--- src/rtl/branch_flag_unit.sv ---
// Execute-stage flag latch and branch resolver: registers N/Z/C/V from ALU results,
// resolves branches against the registered flags and drives the PC redirect and wrong-path flush.
module branch_flag_unit #(
    parameter int unsigned FLUSH_CYCLES = 2
) (
    input  logic        clk,
    input  logic        rst_n,
    input  logic        in_valid,
    output logic        in_ready,
    input  logic [31:0] result,
    input  logic        carry_in,
    input  logic        ovf_in,
    input  logic        flag_we,
    input  logic        is_branch,
    input  logic [2:0]  cond,
    input  logic [31:0] target,
    output logic [3:0]  flags,
    output logic        redirect,
    output logic [31:0] redirect_pc,
    output logic        flush
);

    localparam int unsigned DATA_W = 32;
    localparam int unsigned FLAG_W = 4;
    localparam int unsigned CNT_W  = 4;

    typedef enum logic {
        IDLE     = 1'b0,
        FLUSHING = 1'b1
    } state_t;

    state_t              state_q, state_d;
    logic [CNT_W-1:0]    cnt_q, cnt_d;
    logic [FLAG_W-1:0]   flags_q, flags_d;
    logic                redirect_q, redirect_d;
    logic [DATA_W-1:0]   redirect_pc_q, redirect_pc_d;
    logic                flush_q, flush_d;
    logic                ready_q;

    logic                accept_c;
    logic                any_set_c;
    logic [FLAG_W-1:0]   new_flags_c;
    logic                cond_true_c;
    logic                taken_c;

    assign accept_c = in_valid && ready_q;

    // 32-input OR zero detect feeding Z
    assign any_set_c   = |result;
    assign new_flags_c = {result[DATA_W-1], ~any_set_c, carry_in, ovf_in};

    // Conditions look at the registered flags only; flags_q = {N,Z,C,V}
    always_comb begin
        cond_true_c = 1'b0;
        case (cond)
            3'b000:  cond_true_c = 1'b1;
            3'b001:  cond_true_c = flags_q[2];
            3'b010:  cond_true_c = ~flags_q[2];
            3'b011:  cond_true_c = ~flags_q[3];
            3'b100:  cond_true_c = flags_q[3];
            3'b101:  cond_true_c = flags_q[1];
            3'b110:  cond_true_c = ~flags_q[1];
            default: cond_true_c = flags_q[0];
        endcase
    end

    assign taken_c = accept_c && is_branch && cond_true_c;

    // State register
    always_ff @(posedge clk or negedge rst_n) begin
        if (!rst_n) begin
            state_q <= IDLE;
            cnt_q   <= '0;
        end else begin
            state_q <= state_d;
            cnt_q   <= cnt_d;
        end
    end

    // Next state: the counter holds the flush cycles still to come after the current one
    always_comb begin
        state_d = state_q;
        cnt_d   = cnt_q;
        case (state_q)
            IDLE: begin
                if (taken_c) begin
                    state_d = FLUSHING;
                    cnt_d   = CNT_W'(FLUSH_CYCLES - 1);
                end
            end
            default: begin
                if (cnt_q == '0) begin
                    state_d = IDLE;
                end else begin
                    cnt_d = cnt_q - CNT_W'(1);
                end
            end
        endcase
    end

    // Next output values; transactions seen while flushing are wrong-path and dropped
    always_comb begin
        flags_d       = flags_q;
        redirect_d    = 1'b0;
        redirect_pc_d = redirect_pc_q;
        flush_d       = 1'b0;
        case (state_q)
            IDLE: begin
                if (accept_c && flag_we) begin
                    flags_d = new_flags_c;
                end
                if (taken_c) begin
                    redirect_d    = 1'b1;
                    redirect_pc_d = target;
                    flush_d       = 1'b1;
                end
            end
            default: begin
                flush_d = (cnt_q != '0);
            end
        endcase
    end

    // Output registers
    always_ff @(posedge clk or negedge rst_n) begin
        if (!rst_n) begin
            flags_q       <= '0;
            redirect_q    <= 1'b0;
            redirect_pc_q <= '0;
            flush_q       <= 1'b0;
            ready_q       <= 1'b0;
        end else begin
            flags_q       <= flags_d;
            redirect_q    <= redirect_d;
            redirect_pc_q <= redirect_pc_d;
            flush_q       <= flush_d;
            ready_q       <= 1'b1;
        end
    end

    assign in_ready    = ready_q;
    assign flags       = flags_q;
    assign redirect    = redirect_q;
    assign redirect_pc = redirect_pc_q;
    assign flush       = flush_q;

endmodule

--- config.mk ---
export PLATFORM = sky130hd
export DESIGN_NAME = branch_flag_unit
export DESIGN_NICKNAME = d
export VERILOG_FILES = /design/src/rtl/branch_flag_unit.sv
export SDC_FILE = /design/constraint.sdc
export NUM_CORES = 1
export LEC_CHECK = 0
export ABC_AREA = 1
export BUFFER_PORTS_ARGS = -buffer_cell sky130_fd_sc_hd__buf_2
export CAP_MARGIN = 30
export CORE_MARGIN = 3
export CORE_UTILIZATION = 31
export DETAILED_ROUTE_END_ITERATION = 7
export GPL_ROUTABILITY_DRIVEN = 0
export PLACE_DENSITY = 0.68
export SKIP_LAST_GASP = 1
export SYNTH_ARGS = -nofsm -noshare
export SYNTH_HDL_FRONTEND = slang
export SYNTH_SLANG_ARGS = --single-unit
--- constraint.sdc ---
create_clock -name clk -period 1.7 [get_ports clk]
set_input_delay 0 -clock clk [delete_from_list [all_inputs] [get_ports clk]]
set_output_delay 0 -clock clk [all_outputs]
set_load 0.05 [all_outputs]
Word-level counts from Yosys, hierarchy flattened:

Index checks and enable logic that the tools add are counted.

* $add $sub $neg: 1
* equality and inequality tests: 7
* mux-type cells: 9
* bitwise gates (word level): 5
* reductions and logical operators: 12

Operator list (count)
* 32-bit OR reduction: 1
* 4-bit 2-to-1 mux: 3
* 3-bit == test (second input constant): 3
* 1-bit one-hot mux with 7 select lines: 1
* 3-bit by 2-bit == test with 1-bit output (second input constant): 2
* 2-bit AND reduction: 3
* 1-bit 2-to-1 mux: 5
* 1-bit inverter: 5
* 1-bit logical AND: 4
* 4-bit zero test: 1
* 4-bit nonzero test: 1
* 4-bit by 1-bit subtractor with 4-bit output (second input constant): 1
* 3-bit by 1-bit == test with 1-bit output (second input constant): 1
* 3-bit zero test: 1
* 2-bit != test (second input constant): 1
* 2-bit nonzero test: 1

* bits in registers: 44
* input bits: 74
* output and inout bits: 39
* word-level logic and storage cells: 41

Depth between registers and ports, before layout:

* depth in word-level cells: 5
* depth in mapped cells: 10

Worst setup path after synthesis:

OpenSTA, ideal clock, no wires.

* path kind: flip-flop to flip-flop
* from: reg flags_q[3] (netlist: flags[3])
* to: reg redirect_pc_q[23] (netlist: redirect_pc[23])
* library setup time: 0.118 ns
* arrival: 1.383 ns
* required time: 1.582 ns
* slack: 0.199 ns
* stages on the path, launching flop included: 11
* period minus slack after synthesis: 1.501 ns
* cell sequence: dfrtp_1 > inv_1 > nand2_1 > nand3_1 > nand2_1 > nand2_2 > nand3_4 > inv_6 > buf_12 > nand2_2 > nand2_1

* cells in the longest elaborated chain, start to end: 4

Ends and longest elaborated chain
* from (decl): line 34 `logic [FLAG_W-1:0] flags_q, flags_d;`
* from (signal assigned): line 133 `flags_q <= flags_d;`
* 1-bit inverter: line 59 `3'b011: cond_true_c = ~flags_q[3];`
* 1-bit one-hot mux with 7 select lines *: line 55 `case (cond)`
* 1-bit logical AND *: line 67 `assign taken_c = accept_c && is_branch && cond_true_c;`
* 2-bit AND reduction (no line) *
* to (signal assigned): line 135 `redirect_pc_q <= redirect_pc_d;`
* to (decl): line 36 `logic [DATA_W-1:0] redirect_pc_q, redirect_pc_d;`

Mark *: on every way between the ends. The rest lies on a longest branch, timed or not.
A chain may end at the register's enable or synchronous reset.

Worst setup path in the final report:

* from: reg cnt_q[0]
* to: reg cnt_q[1]

* cells in the longest elaborated chain, start to end: 3

Ends and longest elaborated chain
* from (decl): line 33 `logic [CNT_W-1:0] cnt_q, cnt_d;`
* from (signal assigned): line 76 `cnt_q <= cnt_d;`
* 4-bit by 1-bit subtractor with 4-bit output / 4-bit zero test (equally long branches): line 95, 92
* 4-bit 2-to-1 mux / 2-bit != test (equally long branches)
* 4-bit 2-to-1 mux / 2-bit AND reduction (equally long branches)

Parallel ways exist; a longest one is shown, timed or not. The select of a mux whose other input is x is not followed.

==> results by group <==
Outcome
  – Status: complete, no violations

Critical path
  – Most used cell, CP: inv_1
  – Worst R2R End: cnt_q[1]$_DFFE_PN0P_
  – CP max stage cell: dfrtp_1
  – Worst r2r src: cnt_q[0]$_DFFE_PN0P_
  – Reg2reg setup slack: 0.27 ns
  – Critical path required time: 1.93 ns
  – Max incr delay on CP: 0.38 ns
  – Worst Setup End Kind: register
  – R2r worst-path depth: 6
  – CP Class: reg2reg
  – Data arrival, critical path: 1.66 ns
  – Top delay family on crit path: flip-flops
  – CP Depth: 6
  – CP Launch Type: register
  – CP Launch Point: cnt_q[0]$_DFFE_PN0P_
  – CP Buf/Inv Count: 2
  – Crit-path cells: inv_1, ha_1, a31oi_2, inv_1, or2_0, nand2_1
  – CP max FO: 5
  – Crit path capture: cnt_q[1]$_DFFE_PN0P_

Logic synthesis
  – Synth Area in Adders: 0.649%
  – Post-synthesis cell area: 0.00193 mm2
  – Unique masters post-synth: 22
  – Xor and xnor area share after synthesis: 0.454%
  – Synthesized flop and latch total: 43
  – Synth Area per Inst: 8.35 um2
  – Largest family of logic cells by synthesized area: simple AND/OR/NAND/NOR gates
  – Multiplexer share of the synthesized area: 0.584%
  – Post-Syn Nets: 306
  – Synth Instances: 231
  – Post-synthesis sequential area ratio: 55.8%
  – Simple-Gate Fraction of Synth Area: 34.5%
  – Compound-Gate Fraction of Synth Area: 1.69%
  – Synth warnings: 0

Timing
  – F_max: 700 MHz
  – Minimum clock period after layout: 1.43 ns
  – Slew Viols, Final: 0
  – Final setup fails: 0
  – Slew HR: 64.7%
  – Final period utilization: 84.1%
  – RSZ-0062 raised after global routing: no
  – TNS Setup: 0 ns
  – Measured slew at the worst slew-check pin: 0.529 ns
  – Layout Skew: 0.00601 ns
  – Fin. Hold Viols: 0

Placement
  – Placed inst area: 0.00255 mm2
  – IO buf count: 112
  – Detail Placement HPWL: 3.69 mm
  – DP Cell Count: 415

Layout
  – Layout net count: 458
  – Share of cells above drive strength 1: 36.7%
  – Register area: 0.00108 mm2
  – Multi-input logic area: 734 um2
  – Finished Cell Area: 0.00299 mm2
  – Filler cell count: 588
  – ANT cells: 0
  – Non-Filler Instances: 459
  – Area growth from synthesis to layout: 55.2%

Detailed routing
  – Antenna-violating nets left: 0
  – Detailed-route wire length: 5.17 mm
  – Vias: 1984
  – DR DRC count: 0
  – Iteration-0 DRC Markers: 73
  – Vias per cell: 4.32
  – WL per Instance: 11.3 um
  – Pre-antenna DRT Iters: 4

CTS
  – CTS tree: yes
  – H-tree depth: 2
  – CTS root buffer: clkbuf_8
  – Num CTS Buffers: 5
  – # Post-CTS Setup Buffers: 0
  – Post-CTS Resized: 0
  – Max Root-Sink Buffers: 2
  – Clk slew on worst S/H paths: 0.08 ns
  – Clk Latency, worst-skew pair: 0.29 ns
  – # clock sinks: 43

Global route
  – Vias in the first global route: 2011
  – Pin count of the biggest net entering global routing: 35
  – First-pass GRT wire length: 8.87 mm
  – Initial antenna violation count: 0
  – Gr ovfl total: 0
  – GRT Util Overall: 15.2%

Worst hold path
  – Worst hold path type: in2reg
  – Worst hold path depth: 6
  – Hold path start: result[4]

Power
  – Power Density: 1740 mW/mm2
  – Maximum vdd ir drop: 0.00111 V
  – Lkg Pwr: 1.69 nW

Flow run
  – Maxcap violations: 0

Floorplanning
  – Die width: 84.9 um
  – Initial core utilization: 32.2%
  – Die Y: 84.9 um
  – Total core area: 0.00599 mm2
  – Top-level I/O count: 113
  – Total die area: 0.00721 mm2
  – Num rows: 28
-- through the flow --
step,setup slack [ns],hold WS (ns),total power [mW],util (%)
2_1_floorplan,0.199,-0.296,3.85,-
3_3_place_gp,0.311,0.0122,4.51,42.6
3_5_place_dp,0.250,0.0159,4.56,42.6
4_1_cts,0.231,0.0522,5.27,50.0
5_1_grt,0.0827,0.0826,5.58,50.0
6_report,0.271,0.0563,5.20,50.0
-- what timing repair did --
item,4_1_cts,5_1_grt
endpoints found under the hold margin,57,0
hold buffers,36,0
setup endpoints to repair,0,0
-- flip-flops by register name, summed over array words and instances, names as in the netlist --
| register | count |
|---|---|
| cnt_q | 4 |
| redirect_pc | 32 |
| flush | 1 |
| in_ready | 1 |
| redirect | 1 |
| flags | 4 |
-- cell usage in the layout (no fill, tap or decap), drive strengths merged --
master	count
o21ai	1
or2	1
nor2	23
a31oi	1
mux2	1
dfrtp	43
dlygate4sd3	36
buf	115
inv	12
nand3	9
xor2	1
clkinv	3
nand4	3
ha	1
clkbuf	5
conb	1
a21oi	3
nand2	125
-- synthesized netlist by cell type --
cell type  instances  area (um2)
buf_12             1        20.0
ha_1               1        12.5
nand3_1            8        40.0
nor2_1            22        82.6
buf_4              2        15.0
inv_2              3        11.3
nand3_4            1        17.5
nand2_2           10        62.6
dfrtp_1           43        1080
buf_6              3        33.8
o21ai_0            1        5.00
mux2_2             1        11.3
a31oi_2            1        12.5
nor2_2             1        6.26
nand4_1            3        18.8
a21oi_1            3        15.0
inv_6              1        8.76
or2_0              1        6.26
xor2_1             1        8.76
inv_1              8        30.0
conb_1             1        3.75
nand2_1          115         432
-- worst reg2reg max path: cells and delay by family (launching register included) --
family / cells / cell delay [ns]
AOI/OAI and AO/OA: 1 / 0.28
buffers and inverters: 2 / 0.19
and+or+nand+nor: 2 / 0.29
DFF: 1 / 0.38
adders and majority gates: 1 / 0.23
-- area by class of cell --
| cell class | instances | share of cell area [%] |
|---|---|---|
| clock buffers | 5 | 2.30 |
| multi-input cells | 170 | 24.5 |
| flip-flops and latches | 43 | 35.9 |
| well taps | 75 | 3.13 |
| inverters | 12 | 1.67 |
| repair buffers | 151 | 31.9 |
| clock inverters | 3 | 0.501 |
-- kinds of logic after synthesis --
kind of cell             after synthesis
XOR/XNOR                               1
flip-flops                            43
AND/OR/NAND/NOR                      161
AO/OA/AOI/OAI                          5
buffers and inverters                 18
other                                  1
adder cells (fa/ha/maj)                1
multiplexers                           1
-- where the power goes --
part	internal, mW	switching, mW	total [mW]
clock	0.281	0.335	0.616
sequential	1.48	0.252	1.73
combinational	0.703	2.15	2.85
-- how the worst min path moves through the flow --
stage,to,slack [ns]
after global routing,flags[2]$_DFFE_PN0P_,0.08
after global placement,redirect_pc[29]$_DFFE_PN0P_,0.01
after floorplan,cnt_q[0]$_DFFE_PN0P_,-0.30
after CTS,flags[2]$_DFFE_PN0P_,0.05
final,flags[2]$_DFFE_PN0P_,0.06
after detailed placement,redirect_pc[29]$_DFFE_PN0P_,0.02
-- metal layers --
metal | vias to the layer above | global-route usage, % | part of all wire (%)
li1 | 1004 | - | -
met3 | 8 | 4.08 | 4.4
met5 | - | 0 | 0
met4 | 0 | 4.32 | 1.5
met1 | 926 | 17.3 | 41
met2 | 46 | 27.8 | 53
(Power assumes the default switching activity.)
